==> src/rtl/uart_tx_buffered.sv <==
`default_nettype none
// ============================================================================
// Module   : uart_tx_buffered
// Purpose  : Buffered UART transmitter. Bytes written on wr_data are queued in
//            a DEPTH-entry FIFO and sent as 8-bit frames (start, 8 data bits
//            LSB first, optional parity, one stop bit). Every line bit lasts
//            CLOCK/BAUDRATE clk cycles.
// Revision : 1.0 - initial release
// ----------------------------------------------------------------------------
// Parameters
//   CLOCK      : clk frequency in Hz
//   BAUDRATE   : line rate in bit/s
//   DEPTH      : FIFO entries (power of 2, >= 2)
//   PARITY_EN  : 1 inserts a parity bit after the data bits
//   PARITY_ODD : 0 even parity, 1 odd parity
// Ports
//   clk      in   1              rising-edge clock
//   n_reset  in   1              synchronous active-low reset
//   wr_en    in   1              push wr_data when the FIFO is not full
//   wr_data  in   8              byte to transmit
//   full     out  1              FIFO holds DEPTH entries
//   empty    out  1              FIFO holds no entries
//   count    out  log2(DEPTH)+1  FIFO occupancy
//   overflow out  1              sticky: a write was dropped on a full FIFO
//   busy     out  1              a frame is on the line
//   tx_pin   out  1              registered serial line, idles high
// ============================================================================
module uart_tx_buffered #(
    parameter int CLOCK      = 50000000,
    parameter int BAUDRATE   = 115200,
    parameter int DEPTH      = 8,
    parameter int PARITY_EN  = 0,
    parameter int PARITY_ODD = 0
) (
    input  logic                     clk,
    input  logic                     n_reset,
    input  logic                     wr_en,
    input  logic [7:0]               wr_data,
    output logic                     full,
    output logic                     empty,
    output logic [$clog2(DEPTH):0]   count,
    output logic                     overflow,
    output logic                     busy,
    output logic                     tx_pin
);

    // ------------------------------------------------------------------------
    // Constants
    // ------------------------------------------------------------------------
    localparam int c_aw        = $clog2(DEPTH);
    localparam int c_bit_ticks = CLOCK / BAUDRATE;
    // +1 keeps the width at least one bit even when a bit lasts one cycle
    localparam int c_bw        = $clog2(c_bit_ticks + 1);

    localparam logic [c_aw:0]   c_depth     = (c_aw + 1)'(DEPTH);
    localparam logic [c_bw-1:0] c_last_tick = c_bw'(c_bit_ticks - 1);
    localparam logic            c_par_en    = (PARITY_EN != 0);
    localparam logic            c_par_odd   = (PARITY_ODD != 0);

    localparam logic [2:0] c_st_idle   = 3'd0;
    localparam logic [2:0] c_st_start  = 3'd1;
    localparam logic [2:0] c_st_data   = 3'd2;
    localparam logic [2:0] c_st_parity = 3'd3;
    localparam logic [2:0] c_st_stop   = 3'd4;

    // ------------------------------------------------------------------------
    // FIFO storage and bookkeeping
    // ------------------------------------------------------------------------
    logic [7:0]      mem_q [DEPTH];
    logic [c_aw-1:0] wr_ptr_q;
    logic [c_aw-1:0] rd_ptr_q;
    logic [c_aw:0]   count_q;
    logic            overflow_q;

    // ------------------------------------------------------------------------
    // Transmitter state
    // ------------------------------------------------------------------------
    logic [2:0]      state_q,  state_d;
    logic [c_bw-1:0] baud_q,   baud_d;
    logic [2:0]      bit_q,    bit_d;
    logic [7:0]      shreg_q,  shreg_d;
    logic            par_q,    par_d;
    logic            tx_q,     tx_d;

    logic            w_push;
    logic            w_pop;
    logic            w_tick_last;

    // Flags come straight from the registered occupancy, so they always show
    // the state left by the previous edge.
    assign full     = (count_q == c_depth);
    assign empty    = (count_q == '0);
    assign count    = count_q;
    assign overflow = overflow_q;
    assign busy     = (state_q != c_st_idle);
    assign tx_pin   = tx_q;

    assign w_tick_last = (baud_q == c_last_tick);
    assign w_push      = wr_en & ~full;

    // A pop only ever looks at the registered empty flag: a byte written on
    // this cycle cannot be popped until the following one.
    assign w_pop = ~empty & ((state_q == c_st_idle) |
                             ((state_q == c_st_stop) & w_tick_last));

    // ------------------------------------------------------------------------
    // FIFO write port (no reset needed: pointers define validity)
    // ------------------------------------------------------------------------
    always_ff @(posedge clk) begin
        if (n_reset && w_push) begin
            mem_q[wr_ptr_q] <= wr_data;
        end
    end

    // ------------------------------------------------------------------------
    // FIFO pointers, occupancy and sticky overflow
    // ------------------------------------------------------------------------
    always_ff @(posedge clk) begin
        if (!n_reset) begin
            wr_ptr_q   <= '0;
            rd_ptr_q   <= '0;
            count_q    <= '0;
            overflow_q <= 1'b0;
        end else begin
            if (w_push) begin
                wr_ptr_q <= wr_ptr_q + c_aw'(1);
            end
            if (w_pop) begin
                rd_ptr_q <= rd_ptr_q + c_aw'(1);
            end
            // Push is blocked when full and pop when empty, so the count
            // cannot leave 0..DEPTH.
            case ({w_push, w_pop})
                2'b10:   count_q <= count_q + (c_aw + 1)'(1);
                2'b01:   count_q <= count_q - (c_aw + 1)'(1);
                default: count_q <= count_q;
            endcase
            // The full flag is the pre-edge one, so a write dropped on a
            // full FIFO stays dropped even if a pop frees a slot this edge.
            if (wr_en && full) begin
                overflow_q <= 1'b1;
            end
        end
    end

    // ------------------------------------------------------------------------
    // FSM: state register
    // ------------------------------------------------------------------------
    always_ff @(posedge clk) begin
        if (!n_reset) begin
            state_q <= c_st_idle;
        end else begin
            state_q <= state_d;
        end
    end

    // ------------------------------------------------------------------------
    // FSM: next-state logic
    // ------------------------------------------------------------------------
    always_comb begin
        state_d = state_q;
        case (state_q)
            c_st_idle: begin
                if (!empty) begin
                    state_d = c_st_start;
                end
            end
            c_st_start: begin
                if (w_tick_last) begin
                    state_d = c_st_data;
                end
            end
            c_st_data: begin
                if (w_tick_last && (bit_q == 3'd7)) begin
                    state_d = c_par_en ? c_st_parity : c_st_stop;
                end
            end
            c_st_parity: begin
                if (w_tick_last) begin
                    state_d = c_st_stop;
                end
            end
            c_st_stop: begin
                // Going straight to START keeps back-to-back frames gapless.
                if (w_tick_last) begin
                    state_d = empty ? c_st_idle : c_st_start;
                end
            end
            default: state_d = c_st_idle;
        endcase
    end

    // ------------------------------------------------------------------------
    // Datapath next values: baud counter, bit index, shift register, parity
    // ------------------------------------------------------------------------
    always_comb begin
        baud_d  = baud_q;
        bit_d   = bit_q;
        shreg_d = shreg_q;
        par_d   = par_q;
        if (w_pop) begin
            // Each frame restarts the baud counter, so frames are not tied to
            // any free-running tick. The byte is captured here, so later
            // changes of wr_data or the FIFO cannot disturb this frame.
            baud_d  = '0;
            bit_d   = 3'd0;
            shreg_d = mem_q[rd_ptr_q];
            par_d   = (^mem_q[rd_ptr_q]) ^ c_par_odd;
        end else if (state_q != c_st_idle) begin
            if (w_tick_last) begin
                baud_d = '0;
                if (state_q == c_st_data) begin
                    shreg_d = {1'b0, shreg_q[7:1]};
                    bit_d   = bit_q + 3'd1;
                end
            end else begin
                baud_d = baud_q + c_bw'(1);
            end
        end
    end

    // ------------------------------------------------------------------------
    // FSM: output logic. The line value is derived from the next state so the
    // registered tx_pin changes on the same edge as the state.
    // ------------------------------------------------------------------------
    always_comb begin
        tx_d = 1'b1;
        case (state_d)
            c_st_start:  tx_d = 1'b0;
            c_st_data:   tx_d = shreg_d[0];
            c_st_parity: tx_d = par_d;
            c_st_stop:   tx_d = 1'b1;
            default:     tx_d = 1'b1;
        endcase
    end

    // ------------------------------------------------------------------------
    // Datapath and line registers
    // ------------------------------------------------------------------------
    always_ff @(posedge clk) begin
        if (!n_reset) begin
            baud_q  <= '0;
            bit_q   <= 3'd0;
            shreg_q <= 8'd0;
            par_q   <= 1'b0;
            tx_q    <= 1'b1;
        end else begin
            baud_q  <= baud_d;
            bit_q   <= bit_d;
            shreg_q <= shreg_d;
            par_q   <= par_d;
            tx_q    <= tx_d;
        end
    end

endmodule
`default_nettype wire

==> config.mk <==
export PLATFORM = sky130hd
export DESIGN_NAME = uart_tx_buffered
export DESIGN_NICKNAME = d
export VERILOG_FILES = /design/src/rtl/uart_tx_buffered.sv
export SDC_FILE = /design/constraint.sdc
export NUM_CORES = 1
export LEC_CHECK = 0
export BUFFER_PORTS_ARGS = -buffer_cell sky130_fd_sc_hd__clkbuf_2
export CAP_MARGIN = 20
export CORE_UTILIZATION = 55
export DETAILED_ROUTE_END_ITERATION = 8
export PLACE_DENSITY = 0.75
export SLEW_MARGIN = 20
export SYNTH_ARGS = -nofsm -noshare
export SYNTH_HDL_FRONTEND = slang
export SYNTH_SLANG_ARGS = --single-unit
==> constraint.sdc <==
create_clock -name clk -period 2.9 [get_ports clk]
set_input_delay 0 -clock clk [delete_from_list [all_inputs] [get_ports clk]]
set_output_delay 0 -clock clk [all_outputs]
set_load 0.05 [all_outputs]
==> results of run 1 <==
[power groups by stage]
| stage | clock [mW] | sequential (mW) | combinational, mW |
|---|---|---|---|
| after CTS | 0.889 | 1.90 | 1.49 |
| after detailed placement | 0 | 1.94 | 1.47 |
| final | 0.868 | 1.90 | 1.49 |
| after global routing | 0.949 | 1.93 | 1.64 |
| after global placement | 0 | 1.93 | 1.45 |
| after floorplan | 0 | 1.98 | 1.06 |
[area by class of cell]
| class | count | area, µm² | area share, % |
|---|---|---|---|
| inverter | 10 | 37.5 | 0.707 |
| timing repair buffer | 44 | 308 | 5.80 |
| multi-input combinational | 238 | 1920 | 36.2 |
| clock buffer | 9 | 124 | 2.33 |
| clock inverter | 7 | 73.8 | 1.39 |
| sequential | 103 | 2710 | 51.1 |
| tap | 105 | 131 | 2.48 |
[layout by cell type, fill, tap and decap left out, types with 3 or more instances in the layout]
| master | instances |
|---|---|
| buf_4 | 15 |
| clkbuf_8 | 9 |
| nand2_1 | 16 |
| edfxtp_1 | 64 |
| or3_1 | 3 |
| o22ai_1 | 8 |
| nand3b_1 | 4 |
| a211o_1 | 4 |
| dfxtp_2 | 4 |
| clkbuf_2 | 19 |
| nor2b_1 | 8 |
| nand2b_1 | 3 |
| a211oi_1 | 18 |
| mux2i_1 | 9 |
| nand3_1 | 7 |
| inv_1 | 9 |
| o211ai_1 | 3 |
| dlygate4sd3_1 | 10 |
| mux4_2 | 16 |
| a21oi_1 | 9 |
| xnor2_1 | 27 |
| nor2_1 | 36 |
| dfxtp_1 | 34 |
| ha_1 | 9 |
| xor2_1 | 21 |
| nor3_1 | 8 |
[sequential cells by signal, indices dropped and copies added (netlist names), named ones only]
name	flops
mem_q	64
rd_ptr_q	3
count	4
tx_pin	1
wr_ptr_q	3
overflow	1
par_q	1
bit_q	3
state_q	3
shreg_q	8
baud_q	9
[worst paths after layout]
path | start | endpoint | slack (ns)
worst max-delay path | baud_q[1]$_SDFFE_PP0N_ | count[3]$_SDFFE_PN0P_ | 0.16
worst min-delay path | wr_data[4] | mem_q[6][4]$_DFFE_PP_ | 0.45
worst max register to register | baud_q[1]$_SDFFE_PP0N_ | count[3]$_SDFFE_PN0P_ | 0.16
worst min register to register | shreg_q[7]$_SDFFE_PN0P_ | shreg_q[7]$_SDFFE_PN0P_ | 0.49
[cell usage after synthesis (3+ instances only)]
master	instances	area, µm²
a21oi_1	9	45.0
a211oi_1	18	135
dfxtp_1	39	781
mux2i_1	9	90.1
or3_1	3	18.8
ha_1	9	113
inv_1	9	33.8
o211ai_1	3	22.5
o22ai_1	8	50.1
buf_2	5	25.0
nor3_1	8	40.0
nand2b_1	3	18.8
xor2_1	21	184
xnor2_1	27	236
clkbuf_1	3	11.3
nor2b_1	8	50.1
nand2_1	16	60.1
a211o_1	4	35.0
nand3_1	7	35.0
nor2_1	36	135
nand3b_1	4	30.0
mux4_2	16	360
edfxtp_1	64	1920
[worst reg2reg max path: stages (launching register included)]
cell	delay, ns
dfxtp_1	0.34
inv_1	0.06
ha_1	0.14
nand4_1	0.11
or3_1	0.35
a21o_1	0.21
inv_2	0.11
ha_1	0.22
ha_1	0.25
a21o_1	0.18
a21oi_1	0.16
xnor2_1	0.09
or3_1	0.30
a21oi_1	0.14
[routing by layer]
metal | GRT usage [%] | vias up
met1 | 27.1 | 1465
li1 | - | 1441
met5 | 0 | -
met2 | 37.5 | 73
met3 | 4.67 | 22
met4 | 11.5 | 0
[stage by stage]
step                power, mW  instance area, µm²
floorplan                3.05                4740
global placement         3.37                5010
detailed placement       3.41                5010
CTS                      4.28                5310
global route             4.52                5310
finish                   4.26                5310
[kinds of logic (layout without fill, tap and decap cells)]
group,Yosys count,after routing
buffers and inverters,23,70
muxes,26,26
DFF,103,103
and+or+nand+nor,97,97
AOI/OAI and AO/OA,57,57
adders and majority gates,10,10
xor gates and xnor gates,48,48
[what timing repair did]
action                                  4_1_cts  5_1_grt
buffers inserted                              0        0
hold buffers                                 10        0
hold endpoints to repair                     67        0
endpoints found under the setup margin        0        1
resized for setup                             0        1
==> qor.yml, run 1 <==
routing:
  wl_met2_um: 4390
  viasPerCell: 5.82
  wl_um: 9020
  postRouteAntennaNets: 0
  drt_iter0_markers: 172
  dr.max_layer_used: "met4"
  met3_length_um: 441
  route.detailed.drc: 0
  met1_length_um: 3910
  firstDrtPassIters: 4
  vias: 3001
  drt-wirelength-per-cell_um: 17.5
cts:
  root_buffer: "clkbuf_8"
  cts_tree: "done"
  htree_levels: 3
  cts_made_buffers: 9
  cts_sinks: 103
  cts_buffer_depth: 2
  insertion_delay_ns: 0.37
  clk_pin_slew_ns: 0.11
logic_synthesis:
  synth.yosys.warnings: 0
  synth_compound_area_share_pct: 8.56
  synth_edf_count: 64
  synth_nets: 385
  synthCells: 364
  synthSimpleGateAreaFrac_pct: 10.3
  synth_seq_cells: 103
  synth.distinct_cells: 49
  synthAdderAreaFrac_pct: 2.81
  syn_area_per_cell_um2: 13.0
  synth_xor_area_share_pct: 8.91
  syn_area_um2: 4720
  synth_top_family_by_area: "simple AND/OR/NAND/NOR gates"
  synthFlopType: "edfxtp_1"
  synth_mux_area_share_pct: 9.78
  ys_async_sr_fraction_pct: 0
  ys_seq_area_share_pct: 57.3
timing:
  period_share_pct: 94.6
  setup_viol: 0
  hold_viol: 0
  fin_tns_setup_ns: 0
  holdWs_ns: 0.451
  layout_setup_ws_ns: 0.156
  rsz0062_at_grt: "false"
  slew_violations: 0
  min_period_ns: 2.74
  tightest_slew_ns: 0.733
  max_slew_margin_pct: 51.1
  fin_skew_ns: 0.0123
  fmaxAchievable_ghz: 0.364
critical_path:
  critPathMaxFanout: 7
  worst_setup_path_end_kind: "flip-flop"
  cp-start-kind: "flip-flop"
  path_buf_inv: 2
  path_common_cell: "ha_1"
  worstPathRequired_ns: 3.18
  max_stage_delay_ns: 0.35
  crit_cells: 13
  crit_type: "flip-flop to flip-flop"
  critPathSlowestCell: "or3_1"
  worstPathArrival_ns: 3.02
  crit_chain: "inv_1 -> ha_1 -> nand4_1 -> or3_1 -> a21o_1 -> inv_2 -> ha_1 -> ha_1 -> a21o_1 -> a21oi_1 -> xnor2_1 -> or3_1 -> a21oi_1"
  critPathTopFamily: "simple AND/OR/NAND/NOR gates"
  reg2reg_depth: 13
global_route:
  grt_pass1_wl_um: 14400
  antenna_found_initial: 0
  grt_use_total_pct: 22.3
  grt_pass1_vias: 2913
  grt_max_degree: 25
  gr-total-overflow: 0
power:
  pwr_density_cell_nw_per_um2: 803
  ir_worst_vdd_mv: 0.477
  p_int_mw: 2.66
  p_clk_share_pct: 20.4
  power.switching_mw: 1.60
  p_sw_share_pct: 37.5
  p_seq_share_pct: 44.7
  power.leakage_nw: 1.85
  p_comb_share_pct: 34.9
hold_path:
  holdPathStages: 2
  hp-class: "input pin to flip-flop"
die:
  die-height_um: 94.6
  coreArea_um2: 8260
  start_util_pct: 57.2
  io_pins: 20
  die_area_um2: 8960
  row_count: 33
  die_w_um: 94.6
final_layout:
  num-fill-cells: 640
  fin_util_pct: 64.3
  nNetsFinal: 427
  area_growth_pct: 12.4
  drive_gt1_share_pct: 18.5
  stdcell_count: 516
  diodes: 0
placed_design:
  port_buffers: 19
  place_hpwl_um: 6500
  dp.cells: 490
  pre_cts_slack_ns: 0.138
  gp_congestion: 0.882
status:
  status: "finished clean"
flow_run:
  max_cap_viol_count: 0
Note: power is estimated with default switching activity, not from simulation.
==> inputs of run 2 (changes only) <==
--- a/config.mk
+++ b/config.mk
@@ -7,9 +7,9 @@
 export LEC_CHECK = 0
 export BUFFER_PORTS_ARGS = -buffer_cell sky130_fd_sc_hd__clkbuf_2
 export CAP_MARGIN = 20
-export CORE_UTILIZATION = 55
+export CORE_UTILIZATION = 40
 export DETAILED_ROUTE_END_ITERATION = 8
-export PLACE_DENSITY = 0.75
+export PLACE_DENSITY = 0.65
 export SLEW_MARGIN = 20
 export SYNTH_ARGS = -nofsm -noshare
 export SYNTH_HDL_FRONTEND = slang
==> qor.yml, run 2 (synthesis results as in run 1) <==
status:
  status: "finished clean"
global_route:
  grt_pass1_wl_um: 15200
  grt_max_degree: 24
  antenna_found_initial: 0
  gr-total-overflow: 0
  grt_pass1_vias: 3011
  grt_use_total_pct: 16.3
cts:
  clk_pin_slew_ns: 0.07
  root_buffer: "clkbuf_16"
  htree_levels: 3
  cts_sinks: 103
  cts_made_buffers: 9
  insertion_delay_ns: 0.35
  cts_buffer_depth: 2
  cts_tree: "done"
timing:
  fin_skew_ns: 0.00825
  slew_violations: 0
  holdWs_ns: 0.450
  fmaxAchievable_ghz: 0.376
  fin_tns_setup_ns: 0
  hold_viol: 0
  max_slew_margin_pct: 52.4
  setup_viol: 0
  period_share_pct: 91.7
  tightest_slew_ns: 0.711
  min_period_ns: 2.66
  rsz0062_at_grt: "false"
placed_design:
  place_hpwl_um: 6580
  dp.cells: 528
  dpl_cell_area_um2: 5060
  port_buffers: 19
  gp_congestion: 0.834
die:
  row_count: 39
  start_util_pct: 41.2
  io_pins: 20
  coreArea_um2: 11500
  die_area_um2: 12200
  die_w_um: 111
  die-height_um: 111
final_layout:
  stdcell_count: 555
  final_cell_mix: "64 x edfxtp_1, 36 x nor2_1, 34 x dfxtp_1"
  nNetsFinal: 428
  final_cell_area_um2: 5490
  reg.largest.list: "mem_q x64, baud_q x9, shreg_q x8"
  top_register: "mem_q"
  largest_register_ffs: 64
  diodes: 0
  final_common_cell: "edfxtp_1"
  drive_gt1_share_pct: 19.4
  area_growth_pct: 16.3
critical_path:
  worst_setup_path_end_kind: "flip-flop"
  critPathMaxFanout: 6
  worstPathArrival_ns: 2.94
  crit_type: "flip-flop to flip-flop"
  worstPathRequired_ns: 3.18
  critPathSlowestCell: "or4_1"
  cp-start-kind: "flip-flop"
  max_stage_delay_ns: 0.58
  crit_chain: "or4_1 -> nand2_1 -> a21o_1 -> inv_2 -> ha_2 -> ha_1 -> a21o_1 -> a21oi_1 -> xnor2_1 -> or3_1 -> a21oi_1"
routing:
  vias: 2931
  drt-wirelength-per-cell_um: 16.6
  met1_length_um: 4130
  met3_length_um: 348
  wl_met2_um: 4560
  wl_um: 9220
  drt_iter0_markers: 197
  viasPerCell: 5.28
  dr.max_layer_used: "met4"
  route.detailed.drc: 0
  postRouteAntennaNets: 0
  firstDrtPassIters: 4
power:
  power.leakage_nw: 1.90
  pwr_density_cell_nw_per_um2: 845
  power_mw: 4.64
  ir_worst_vdd_mv: 0.677
flow_run:
  max_cap_viol_count: 0
hold_path:
  hp-class: "input pin to flip-flop"
==> run 2: final cells by class <==
cell class,instances,area [µm²]
clock buffers,9,225
inverters,10,37.5
repair buffers,45,315
clock inverters,7,86.3
flip-flops and latches,103,2710
well taps,143,179
multi-input cells,238,1930
fillers,979,5980
==> run 2: per-stage QoR <==
step / worst slack [ns] / util (%)
floorplan: 0.0116 / -
global placement: 0.201 / 44.1
detailed placement: 0.114 / 44.1
CTS: 0.103 / 47.7
global route: 0.0623 / 47.9
finish: 0.241 / 47.9
==> run 2: path summary, 6_finish.rpt <==
check                                              from                      end  slack, ns  cells after the start
worst max-delay path              count[0]$_SDFFE_PN0P_    count[3]$_SDFFE_PN0P_       0.24                     11
worst min-delay path                              wr_en    overflow$_SDFFE_PN0P_       0.45                      4
worst max register to register    count[0]$_SDFFE_PN0P_    count[3]$_SDFFE_PN0P_       0.24                     11
worst min register to register  shreg_q[7]$_SDFFE_PN0P_  shreg_q[7]$_SDFFE_PN0P_       0.48                      2
==> run 2: routing by layer <==
metal  vias up  track usage (%)
met3        12             4.34
met2        49             27.7
met4         0             6.40
met5         -                0
li1       1447                -
met1      1423             19.8
==> run 2: worst max-delay path: cells and delay by family (launching register included) <==
family          cells  cell delay (ns)
xor+xnor            1             0.09
compound gates      4             0.61
flops               1             0.37
simple gates        3             1.02
fa+ha+maj           2             0.46
buf+inv             1             0.05
==> run 2: report_power, final <==
group          switching (mW)  internal (mW)
registers               0.163           1.74
clock network           0.552          0.688
logic                   0.897          0.602
==> run 2: timing repair <==
action | 4_1_cts | 5_1_grt
hold buffers | 10 | 0
hold endpoints to repair | 66 | 0
endpoints found under the setup margin | 0 | 1
buffers inserted | 0 | 1
gates resized for setup | 0 | 3
==> inputs of run 3 (changes only) <==
--- a/config.mk
+++ b/config.mk
@@ -7,9 +7,12 @@
 export LEC_CHECK = 0
 export BUFFER_PORTS_ARGS = -buffer_cell sky130_fd_sc_hd__clkbuf_2
 export CAP_MARGIN = 20
+export CELL_PAD_IN_SITES_DETAIL_PLACEMENT = 1
+export CELL_PAD_IN_SITES_GLOBAL_PLACEMENT = 1
 export CORE_UTILIZATION = 40
 export DETAILED_ROUTE_END_ITERATION = 8
-export PLACE_DENSITY = 0.65
+export PLACE_DENSITY = 0.74
+export SKIP_CTS_REPAIR_TIMING = 1
 export SLEW_MARGIN = 20
 export SYNTH_ARGS = -nofsm -noshare
 export SYNTH_HDL_FRONTEND = slang
==> qor.yml, run 3 (synthesis results as in run 1) <==
status:
  status: "finished, violations left"
  violations: "hold timing"
cts:
  clk_pin_slew_ns: 0.08
  cts_tree: "done"
  cts_sinks: 103
  cts_made_buffers: 9
  insertion_delay_ns: 0.35
  cts_buffer_depth: 2
  htree_levels: 3
  root_buffer: "clkbuf_16"
global_route:
  grt_use_total_pct: 18.3
  grt_pass1_wl_um: 17000
  antenna_found_initial: 0
  grt_max_degree: 24
  grt_busiest_layer: "met2"
  use_met3_pct: 4.56
  grt_pass1_vias: 3275
  gr-total-overflow: 0
  grt_use_met2_pct: 32.4
  met1_usage_pct: 21.3
critical_path:
  worstPathArrival_ns: 2.98
  worst_setup_path_end_kind: "flip-flop"
  crit_type: "flip-flop to flip-flop"
  reg2reg_setup_slack_ns: 0.20
  worstPathRequired_ns: 3.18
  cp-start-kind: "flip-flop"
  critPathMaxFanout: 7
final_layout:
  reg.largest.list: "mem_q x64, baud_q x9, shreg_q x8"
  multiInputGateArea_um2: 1930
  seqCellArea_um2: 2710
  nNetsFinal: 430
  num-fill-cells: 1182
  diodes: 0
  drive_gt1_share_pct: 19.6
  largest_register_ffs: 64
  final_cell_mix: "64 x edfxtp_1, 36 x nor2_1, 34 x dfxtp_1"
  final_common_cell: "edfxtp_1"
  area_growth_pct: 16.7
  stdcell_count: 557
  top_register: "mem_q"
hold_path:
  hp-class: "input pin to flip-flop"
routing:
  postRouteAntennaNets: 0
  wl_um: 10500
  firstDrtPassIters: 4
  route.detailed.drc: 0
  drt-wirelength-per-cell_um: 18.8
  viasPerCell: 5.46
  drt_iter0_markers: 153
  vias: 3039
timing:
  fin_skew_ns: 0.00949
  fin_tns_setup_ns: 0
  tightest_slew_ns: 0.706
  holdWs_ns: -0.00795
  hold_viol: 1
  period_share_pct: 93.1
  min_period_ns: 2.70
  max_slew_margin_pct: 52.7
  layout_setup_ws_ns: 0.200
  rsz0062_at_grt: "false"
  slew_violations: 0
  setup_viol: 0
  fmaxAchievable_ghz: 0.370
power:
  ir_worst_vdd_mv: 0.562
  pwr_density_cell_nw_per_um2: 866
  power.leakage_nw: 1.92
die:
  coreArea_um2: 11500
  start_util_pct: 41.2
  die-height_um: 111
  die_area_um2: 12200
  row_count: 39
  io_pins: 20
  die_w_um: 111
placed_design:
  place_hpwl_um: 7650
  gp_congestion: 0.821
  dp.cells: 532
  pre_cts_slack_ns: 0.0842
  port_buffers: 19
flow_run:
  max_cap_viol_count: 0
[run 3: metal layers]
layer  vias up  part of all wire, %
met5         -                    0
met4         0                  1.2
met3         8                  4.7
met2        56                   53
met1      1522                   41
li1       1453                    -
[run 3: cell type report]
cell class | instances | area share [%]
clock buffer | 9 | 4.09
clock inverter | 7 | 1.68
inverter | 10 | 0.727
multi-input combinational | 238 | 35.1
sequential | 103 | 49.2
tap | 143 | 3.25
timing repair buffer | 47 | 5.95
[run 3: worst max-delay path, cell delays in order, from the launching register on]
cell and delay (ns):
dfxtp_4 0.35, or4_1 0.57, nand2_1 0.14, a21o_1 0.15, inv_4 0.07, ha_4 0.17, ha_1 0.27, a21o_1 0.17
a21oi_1 0.17, xnor2_1 0.10, or3_1 0.31, a21oi_1 0.15
[run 3: path summary, 6_finish.rpt]
kind                           startpoint                      end  depth (start not counted)
hold reg to reg   shreg_q[7]$_SDFFE_PN0P_  shreg_q[7]$_SDFFE_PN0P_                          2
setup reg to reg    count[3]$_SDFFE_PN0P_    count[3]$_SDFFE_PN0P_                         11
setup / recovery    count[3]$_SDFFE_PN0P_    count[3]$_SDFFE_PN0P_                         11
hold / removal                    n_reset        tx_pin$_SDFF_PN1_                          2
[run 3: power breakdown]
| part | switching (mW) | leakage, nW | internal (mW) |
|---|---|---|---|
| clock network | 0.581 | 0.158 | 0.700 |
| logic | 0.963 | 0.865 | 0.630 |
| registers | 0.160 | 0.899 | 1.74 |
| total | 1.70 | 1.92 | 3.07 |
[run 3: stage by stage]
| stage | power (mW) | area, µm² | util (%) |
|---|---|---|---|
| floorplan | 3.05 | 4740 | - |
| global placement | 3.42 | 5080 | 44.3 |
| detailed placement | 3.47 | 5080 | 44.3 |
| CTS | 4.77 | 5400 | 47.1 |
| global route | 5.03 | 5510 | 48.0 |
| finish | 4.77 | 5510 | 48.0 |
